$ cat src/rtl/toysram_io_pkg.sv
// Shared types and helpers for the nibble-serial SRAM bridge.
//   state_e  : frame FSM states
//   CMD_RD/WR: command codes carried in the low two bits of the command beat
//   ceil_div : integer ceiling divide, used for beat counts
package toysram_io_pkg;

  typedef enum logic [2:0] {
    IDLE,
    ADDR,
    DATA,
    REQ,
    RESP
  } state_e;

  localparam logic [1:0] CMD_RD = 2'b01;
  localparam logic [1:0] CMD_WR = 2'b10;

  function automatic int ceil_div(input int a, input int b);
    return (a + b - 1) / b;
  endfunction

endpackage

$ cat src/rtl/io_shift.sv
// Parametrised shift register stepping STEP bits per shift, MSB-first.
//   clk, rst_n : clock, asynchronous active-low reset (clears contents)
//   load       : parallel load of load_val (takes priority over shift)
//   shift      : shift left by STEP, sin enters at the bottom
//   q          : current contents; the top STEP bits are the serial output
module io_shift #(
  parameter int W    = 32,
  parameter int STEP = 4
) (
  input  logic            clk,
  input  logic            rst_n,
  input  logic            load,
  input  logic [W-1:0]    load_val,
  input  logic            shift,
  input  logic [STEP-1:0] sin,
  output logic [W-1:0]    q
);

  logic [W-1:0]      q_d, q_q;
  logic [W+STEP-1:0] shift_cat;
  logic              unused_top;

  // Concatenate then keep the low W bits so the shift also works when W == STEP.
  assign shift_cat  = {q_q, sin};
  assign unused_top = ^shift_cat[W+STEP-1:W];

  always_comb begin
    q_d = q_q;
    if (load) begin
      q_d = load_val;
    end else if (shift) begin
      q_d = shift_cat[W-1:0];
    end
  end

  always_ff @(posedge clk or negedge rst_n) begin
    if (!rst_n) begin
      q_q <= '0;
    end else begin
      q_q <= q_d;
    end
  end

  assign q = q_q;

endmodule

$ cat src/rtl/io_intf_ser.sv
// Nibble-serial to parallel SRAM bridge.
// A frame is: command beat, ceil(ADDR_BITS/PIN_W) address beats, and for
// writes BITS/PIN_W data beats, all MSB-first. One SRAM access is issued per
// frame; read data is returned as BITS/PIN_W output beats under ready/valid.
//   clk, reset                 : clock, asynchronous active-low reset
//   io_in/io_in_valid/io_in_busy: serial input beat, strobe, and busy (REQ/RESP)
//   io_out/io_out_valid/ready  : serial output beat with backpressure
//   mem_req/we/addr/wdata      : SRAM request, held until mem_ack
//   mem_ack/mem_rdata          : SRAM completion and read data
//   err                        : one-cycle pulse on a bad command or timeout
module io_intf_ser
  import toysram_io_pkg::*;
#(
  parameter int BITS      = 32,
  parameter int ADDR_BITS = 6,
  parameter int PIN_W     = 4,
  parameter int TIMEOUT   = 255
) (
`ifdef USE_POWER_PINS
  inout  wire                  vdda1,
  inout  wire                  vdda2,
  inout  wire                  vssa1,
  inout  wire                  vssa2,
  inout  wire                  vccd1,
  inout  wire                  vccd2,
  inout  wire                  vssd1,
  inout  wire                  vssd2,
`endif
  input  logic                 clk,
  input  logic                 reset,
  input  logic [PIN_W-1:0]     io_in,
  input  logic                 io_in_valid,
  output logic                 io_in_busy,
  output logic [PIN_W-1:0]     io_out,
  output logic                 io_out_valid,
  input  logic                 io_out_ready,
  output logic                 mem_req,
  output logic                 mem_we,
  output logic [ADDR_BITS-1:0] mem_addr,
  output logic [BITS-1:0]      mem_wdata,
  input  logic                 mem_ack,
  input  logic [BITS-1:0]      mem_rdata,
  output logic                 err
);

  localparam int AB    = ceil_div(ADDR_BITS, PIN_W);
  localparam int DB    = BITS / PIN_W;
  localparam int AW    = AB * PIN_W;
  localparam int W_IN  = (AW > BITS) ? AW : BITS;
  localparam int CNT_W = $clog2(((AB > DB) ? AB : DB) + 1);
  localparam int TO_W  = (TIMEOUT > 0) ? $clog2(TIMEOUT + 1) : 1;

  state_e               state_d, state_q;
  logic [CNT_W-1:0]     cnt_d, cnt_q;
  logic [TO_W-1:0]      to_d, to_q;
  logic                 we_d, we_q;
  logic [ADDR_BITS-1:0] addr_d, addr_q;
  logic                 err_d, err_q;

  logic                 busy, beat_acc, to_hit;
  logic                 sipo_load, sipo_shift, piso_load, piso_shift;
  logic [W_IN-1:0]      sipo_q;
  logic [BITS-1:0]      piso_q;
  logic [W_IN+PIN_W-1:0] sipo_cat;
  logic                 unused_bits;

  assign busy     = (state_q == REQ) || (state_q == RESP);
  assign beat_acc = io_in_valid && !busy;
  // Timeout fires on the idle cycle that would take the counter to TIMEOUT.
  assign to_hit   = (TIMEOUT != 0) && (to_q == TO_W'(TIMEOUT - 1));
  // Value the input shifter would hold after taking the current beat; the
  // address is sliced from it so excess high address bits fall away.
  assign sipo_cat    = {sipo_q, io_in};
  assign unused_bits = ^{sipo_cat, piso_q};

  io_shift #(.W(W_IN), .STEP(PIN_W)) u_sipo (
    .clk      (clk),
    .rst_n    (reset),
    .load     (sipo_load),
    .load_val ('0),
    .shift    (sipo_shift),
    .sin      (io_in),
    .q        (sipo_q)
  );

  io_shift #(.W(BITS), .STEP(PIN_W)) u_piso (
    .clk      (clk),
    .rst_n    (reset),
    .load     (piso_load),
    .load_val (mem_rdata),
    .shift    (piso_shift),
    .sin      ('0),
    .q        (piso_q)
  );

  always_comb begin
    state_d    = state_q;
    cnt_d      = cnt_q;
    to_d       = to_q;
    we_d       = we_q;
    addr_d     = addr_q;
    err_d      = 1'b0;
    sipo_load  = 1'b0;
    sipo_shift = 1'b0;
    piso_load  = 1'b0;
    piso_shift = 1'b0;
    unique case (state_q)
      IDLE: begin
        if (beat_acc) begin
          if (io_in[1:0] == CMD_RD || io_in[1:0] == CMD_WR) begin
            we_d      = (io_in[1:0] == CMD_WR);
            cnt_d     = '0;
            to_d      = '0;
            sipo_load = 1'b1;
            state_d   = ADDR;
          end else begin
            err_d = 1'b1;
          end
        end
      end
      ADDR: begin
        if (beat_acc) begin
          to_d = '0;
          if (cnt_q == CNT_W'(AB - 1)) begin
            addr_d    = sipo_cat[ADDR_BITS-1:0];
            sipo_load = 1'b1;       // start the data field from a clean shifter
            cnt_d     = '0;
            state_d   = we_q ? DATA : REQ;
          end else begin
            sipo_shift = 1'b1;
            cnt_d      = cnt_q + CNT_W'(1);
          end
        end else if (to_hit) begin
          err_d   = 1'b1;
          to_d    = '0;
          cnt_d   = '0;
          state_d = IDLE;
        end else if (TIMEOUT != 0) begin
          to_d = to_q + TO_W'(1);
        end
      end
      DATA: begin
        if (beat_acc) begin
          to_d       = '0;
          sipo_shift = 1'b1;
          if (cnt_q == CNT_W'(DB - 1)) begin
            cnt_d   = '0;
            state_d = REQ;
          end else begin
            cnt_d = cnt_q + CNT_W'(1);
          end
        end else if (to_hit) begin
          err_d   = 1'b1;
          to_d    = '0;
          cnt_d   = '0;
          state_d = IDLE;
        end else if (TIMEOUT != 0) begin
          to_d = to_q + TO_W'(1);
        end
      end
      REQ: begin
        if (mem_ack) begin
          if (we_q) begin
            state_d = IDLE;
          end else begin
            piso_load = 1'b1;
            cnt_d     = '0;
            state_d   = RESP;
          end
        end
      end
      RESP: begin
        if (io_out_ready) begin
          piso_shift = 1'b1;
          if (cnt_q == CNT_W'(DB - 1)) begin
            cnt_d   = '0;
            state_d = IDLE;
          end else begin
            cnt_d = cnt_q + CNT_W'(1);
          end
        end
      end
      default: state_d = IDLE;
    endcase
  end

  always_ff @(posedge clk or negedge reset) begin
    if (!reset) begin
      state_q <= IDLE;
      cnt_q   <= '0;
      to_q    <= '0;
      we_q    <= 1'b0;
      addr_q  <= '0;
      err_q   <= 1'b0;
    end else begin
      state_q <= state_d;
      cnt_q   <= cnt_d;
      to_q    <= to_d;
      we_q    <= we_d;
      addr_q  <= addr_d;
      err_q   <= err_d;
    end
  end

  assign io_in_busy   = busy;
  assign io_out_valid = (state_q == RESP);
  assign io_out       = piso_q[BITS-1 -: PIN_W];
  assign mem_req      = (state_q == REQ);
  assign mem_we       = we_q;
  assign mem_addr     = addr_q;
  assign mem_wdata    = sipo_q[BITS-1:0];
  assign err          = err_q;

endmodule

$ cat config.mk
export PLATFORM = sky130hd
export DESIGN_NAME = io_intf_ser
export DESIGN_NICKNAME = d
export VERILOG_FILES = /design/src/rtl/toysram_io_pkg.sv /design/src/rtl/io_shift.sv /design/src/rtl/io_intf_ser.sv
export SDC_FILE = /design/constraint.sdc
export NUM_CORES = 1
export LEC_CHECK = 0
export ABC_AREA = 1
export BUFFER_PORTS_ARGS = -buffer_cell sky130_fd_sc_hd__buf_4
export CAP_MARGIN = 20
export CORE_MARGIN = 5
export CORE_UTILIZATION = 40
export DETAILED_ROUTE_END_ITERATION = 16
export PLACE_DENSITY = 0.7
export SETUP_SLACK_MARGIN = 0.02
export SYNTH_ARGS = -nofsm -noshare
export SYNTH_HDL_FRONTEND = slang
export SYNTH_SLANG_ARGS = --single-unit
$ cat constraint.sdc
create_clock -name clk -period 2.3 [get_ports clk]
set_input_delay 0 -clock clk [delete_from_list [all_inputs] [get_ports clk]]
set_output_delay 0 -clock clk [all_outputs]
set_load 0.02 [all_outputs]
; Word level (Yosys, flattened, before mapping)
; Index checks and enable logic that the tools add are counted.
; Widths: inputs -> output; s select.
[totals]
register_bits = 87
inputBits = 41
[classes]
n_reduce_logical = 15
n_mux = 52
n_eq_ne = 17
add_sub_neg = 2
[ops]
columns = op, n
row1 = $mux 32, 4
row2 = $mux 4, 10
row3 = $mux 3, 11
row4 = $mux 8, 4
row5 = $pmux 4 s5, 1
row6 = $mux 1, 17
row7 = $pmux 8 s2, 1
row8 = $pmux 3 s5, 1
row9 = $reduce_and 3->1, 3
row10 = $add 8x1->8 const B, 1
row11 = $eq 8x8->1 const B, 1
row12 = $reduce_and 7->1, 1
row13 = $eq 3x2->1 const B, 2
row14 = $ne 2x1->1 const B, 3
row15 = $ne 2x2->1 const B, 3
row16 = $ne 3x3->1 const B, 2
row17 = $pmux 1 s2, 3
row18 = $reduce_and 6->1, 1
row19 = $reduce_bool 2->1, 3
row20 = $reduce_bool 5->1, 1
row21 = $add 4x1->4 const B, 1
row22 = $eq 4x1->1 const B, 1
row23 = $eq 4x3->1 const B, 1
row24 = $eq 3x1->1 const B, 1
row25 = 8 further kinds, 9

; Logic depth before layout (Yosys ltp)
[depth]
depth_word = 8
depth_mapped = 11
depth_no_buf = 11

; Modules after synthesis
; Synthesis repeated with hierarchy kept, for this count alone.
[unflattened]
hier_cells = 572
hier_area_um2 = 4605.7
[by_module_without_submodules]
columns = mod, area_each_um2, cells_per_inst, instances
row1 = io_shift, 1503.9, 176, 2
row2 = io_intf_ser, 1597.8, 220, 1

; Worst setup path before layout
; No wires, ideal clock.
[synth_path]
path_type = flip-flop to flip-flop
from = register state_q[0]
to = register u_piso.q_q[12] (netlist: u_piso.q[12])
path_slack_ns = 0.727
stages_incl_launch_ff = 8
arrival_time_ns = 1.435
synth_period_minus_slack_ns = 1.573
t_required_ns = 2.161
path_cell_list = dfrtp_1 -> buf_6 -> nand2_1 -> nor2_2 -> nand3_4 -> nand2_4 -> buf_4 -> o221ai_1
[synth_between]
elab_chain_cells = 3
word_cells_on_any_way = 6
[synth_rtl]
columns = element, line
row1 = from (decl), io_intf_ser.sv:53  ; state_e state_d, state_q;
row2 = from (signal assigned), io_intf_ser.sv:196  ; state_q <= state_d;
row3 = $eq 3x2->1 *, -
row4 = net mem_req, io_intf_ser.sv:37  ; output logic mem_req,
row5 = $mux 1 *, io_intf_ser.sv:107  ; unique case (state_q)
row6 = $mux 32 / $reduce_bool 2->1 (equally long branches), -
row7 = to (signal assigned), io_shift.sv:40  ; q_q <= q_d;
row8 = to (decl), io_shift.sv:19  ; logic [W-1:0] q_d, q_q;
; The timed path passes the listed nets; every way through them passes the cells marked *.
; A chain may end at the register's enable or synchronous reset.

; Final worst setup path
[layout_path]
from = register state_q[1]
to = register u_sipo.q_q[31] (netlist: u_sipo.q[31])
[layout_between]
elab_chain_cells = 7
word_cells_on_any_way = 16
[layout_rtl]
columns = element, line
row1 = $eq 3x2->1 / $eq 3x3->1 (equally long branches), io_intf_ser.sv:67  ; assign busy = (state_q == REQ) || (state_q == RESP);
row2 = $logic_or 1x1->1, io_intf_ser.sv:67
row3 = $logic_not 1->1, io_intf_ser.sv:68  ; assign beat_acc = io_in_valid && !busy;
row4 = $logic_and 1x1->1, io_intf_ser.sv:68
row5 = "$mux 1, on equally long branches", "io_intf_ser.sv:122, io_intf_ser.sv:109, io_intf_ser.sv:143"
row6 = $pmux 1 s2, io_intf_ser.sv:107
row7 = $mux 32 / $reduce_bool 2->1 (equally long branches), -
row8 = to (signal assigned), io_shift.sv:40
row9 = to (decl), io_shift.sv:19
; Parallel ways exist; a longest one is shown, timed or not.

==> impl_results.md <==
* Status: finished, final reports clean
* Max-cap viol count at 0
* Yosys warns at 0
* Starting density of the core at 0.407
* Fin area at 5430 um^2
* Largest net degree at the start of global routing at 88
* Largest cells by area after synthesis: dfrtp_1, nor2_1, nand2_1
* RSZ-0062 raised after global routing: no
* DRC at 0
* I/O Buffers at 87
* Register area share after synthesis at 0.521
* Top-count cell post-synth: dfrtp_1
* Setup WS post-layout at 0.356 ns
* WL/cell at 14.2 um
* First-pass GRT wire length at 17,400 um
* Die area at 12,600 um^2
* GP Congestion at 0.847
* Worst Path Class, Setup: reg -> reg
* Initial DRC count at 172
* Asr flop ratio synth at 1.00
* Startpoint types: flop
* # IOs at 88
* VDD IR max at 0.000645 V
* Share of layout cells above drive strength 1 at 0.220
* Final hold violations at 0
* # clock sinks at 87
* Worst skew pair latency at 0.35 ns
* GR Overflow Total at 0
* Post-synth EDFFs at 0
* P_leak at 2.62 nW
* DIE WIDTH at 112 um
* Setup Total Neg Slack at 0 ns
* Final nets at 633
* Area grow syn2layout at 30.0%
* Critical Path AT at 2.22 ns
* Clk slew on worst S/H paths at 0.09 ns
* Worst hold path class: in -> reg
* Final min period at 1.94 ns
* H-tree depth at 3
* Final setup viols at 0
* Antenna violations before repair at 0
* Core footprint at 10,300 um^2
* DR vias/cell at 4.98
* Worst slew pin tran at 0.483 ns
* Total GRT Usage at 0.167
* Mapped Cells at 472
* Yosys top cell area share at 0.521
* Worst rel slew slack at 0.678
* Synth Net Count at 518
* Slew Limit Fails at 0
* Die Y at 112 um
* Floorplan row count at 37
* WHS at 0.0387 ns
* Pwr dens at 1320 nW/um^2
* Leading area contributor after synthesis: dfrtp_1
* Finished Core Util at 0.529
* Clock skew at 0.0131 ns
* CTS tree: yes
* Clock Path Buffers at 2
* Period Utilization, post-route at 0.845
* Synthesized area per cell at 8.85 um^2
* Flops & latches, synth at 87
* Cell area after synthesis at 4180 um^2
* Primary FF master, synth: dfrtp_1
* Fill cells at 934
* Vias after detailed routing at 3,623
* Placed Area at 4870 um^2
* Vias in the first global route at 3,627
* Final WL at 10,300 um
* Router iterations before antenna repair at 4
* Critical Path RT at 2.58 ns
* CTS root buf: clkbuf_8
* Yosys cell types at 35
* Fmax at 0.515 GHz
* Nature of the critical path endpoint: flop
* Synth cell count leaders: dfrtp_1, nor2_1, nand2_1
* HPWL after DPL at 6720 um
* CTS Buf Count at 9
* ANT nets after route at 0
* Worst-path fanout max at 32
* Worst slack at placement at 0.401 ns
* Antenna fix cells at 0
[layout by cell type, fill, tap and decap left out, drive strengths merged]
master,instances
dfrtp,87
a21oi,2
clkinv,2
nor3,2
o21a,1
inv,51
o21ai,50
clkbuf,11
nand4,4
buf,92
dlygate4sd3,37
o211ai,4
mux2,5
nor2,89
nand2,86
o221ai,23
ha,5
xnor2,1
nor3b,1
a22oi,1
clkinvlp,2
nand3,26
xor2,4
o32ai,1
nand3b,5
[registers in the layout, indices dropped and copies added (netlist names)]
signal	cells
to_q	8
mem_we	1
u_piso.q	32
err	1
u_sipo.q	32
cnt_q	4
mem_addr	6
state_q	3
[final cells by class]
type / count / area, um^2 / area share
sequential: 87 / 2180 / 0.401
multi-input combinational: 310 / 1630 / 0.300
timing repair buffer: 129 / 1070 / 0.198
inverter: 50 / 190 / 0.0350
tap: 136 / 170 / 0.0313
clock buffer: 11 / 151 / 0.0279
clock inverter: 5 / 41.3 / 0.00760
[layer usage]
layer / part of all wire / global-route usage / vias to the layer above
li1: - / - / 1777
met1: 0.43 / 0.212 / 1711
met3: 0.059 / 0.0507 / 17
met4: 0.017 / 0.0441 / 0
met5: 0 / 0 / -
met2: 0.49 / 0.278 / 118
[path summary, 6_finish.rpt]
| kind | startpoint | endpoint | slack [ns] | cells past startpoint |
|---|---|---|---|---|
| max | state_q[1] | u_sipo.q[31] | 0.36 | 8 |
| min | mem_ack | state_q[2] | 0.04 | 3 |
| max reg2reg | state_q[1] | u_sipo.q[31] | 0.36 | 8 |
| min reg2reg | u_sipo.q[29] | u_sipo.q[29] | 0.51 | 2 |
| max in group asynchronous | reset | state_q[2] | 1.70 | 3 |
| min in group asynchronous | reset | state_q[0] | 0.19 | 3 |
[metrics by stage]
stage	power, W	cells
finish	0.00716	728
global route	0.00773	728
CTS	0.00722	728
detailed placement	0.00612	675
global placement	0.00603	675
floorplan	0.00508	472
[what timing repair did]
item | in CTS | in global routing
endpoints found under the setup margin | 0 | 0
hold buffers | 37 | 0
setup buffers | 0 | 0
endpoints found under the hold margin | 127 | 0
gates resized for setup | 0 | 0
[worst max-delay path: stages, from the launching register on]
cell,delay (ns)
dfrtp_1,0.51
nor2_2,0.24
nand2_2,0.14
nand3_2,0.21
nor2_4,0.07
nor2_4,0.12
buf_4,0.34
o21ai_0,0.13
nor2_1,0.11
[report_power, final]
group | switching, W | internal (W)
clock network | 0.000569 | 0.000460
registers | 0.000465 | 0.00222
logic | 0.00210 | 0.00135
[cell families (layout without fill, tap and decap cells)]
| kind of cell | after synthesis | after routing | synth area share |
|---|---|---|---|
| multiplexers | 5 | 5 | 0.0135 |
| flip-flops | 87 | 87 | 0.521 |
| XOR/XNOR | 5 | 5 | 0.0105 |
| AND/OR/NAND/NOR | 213 | 213 | 0.228 |
| AO/OA/AOI/OAI | 82 | 82 | 0.123 |
| buffers and inverters | 75 | 195 | 0.0889 |
| adder cells (fa/ha/maj) | 5 | 5 | 0.0150 |
(Power assumes the default switching activity.)
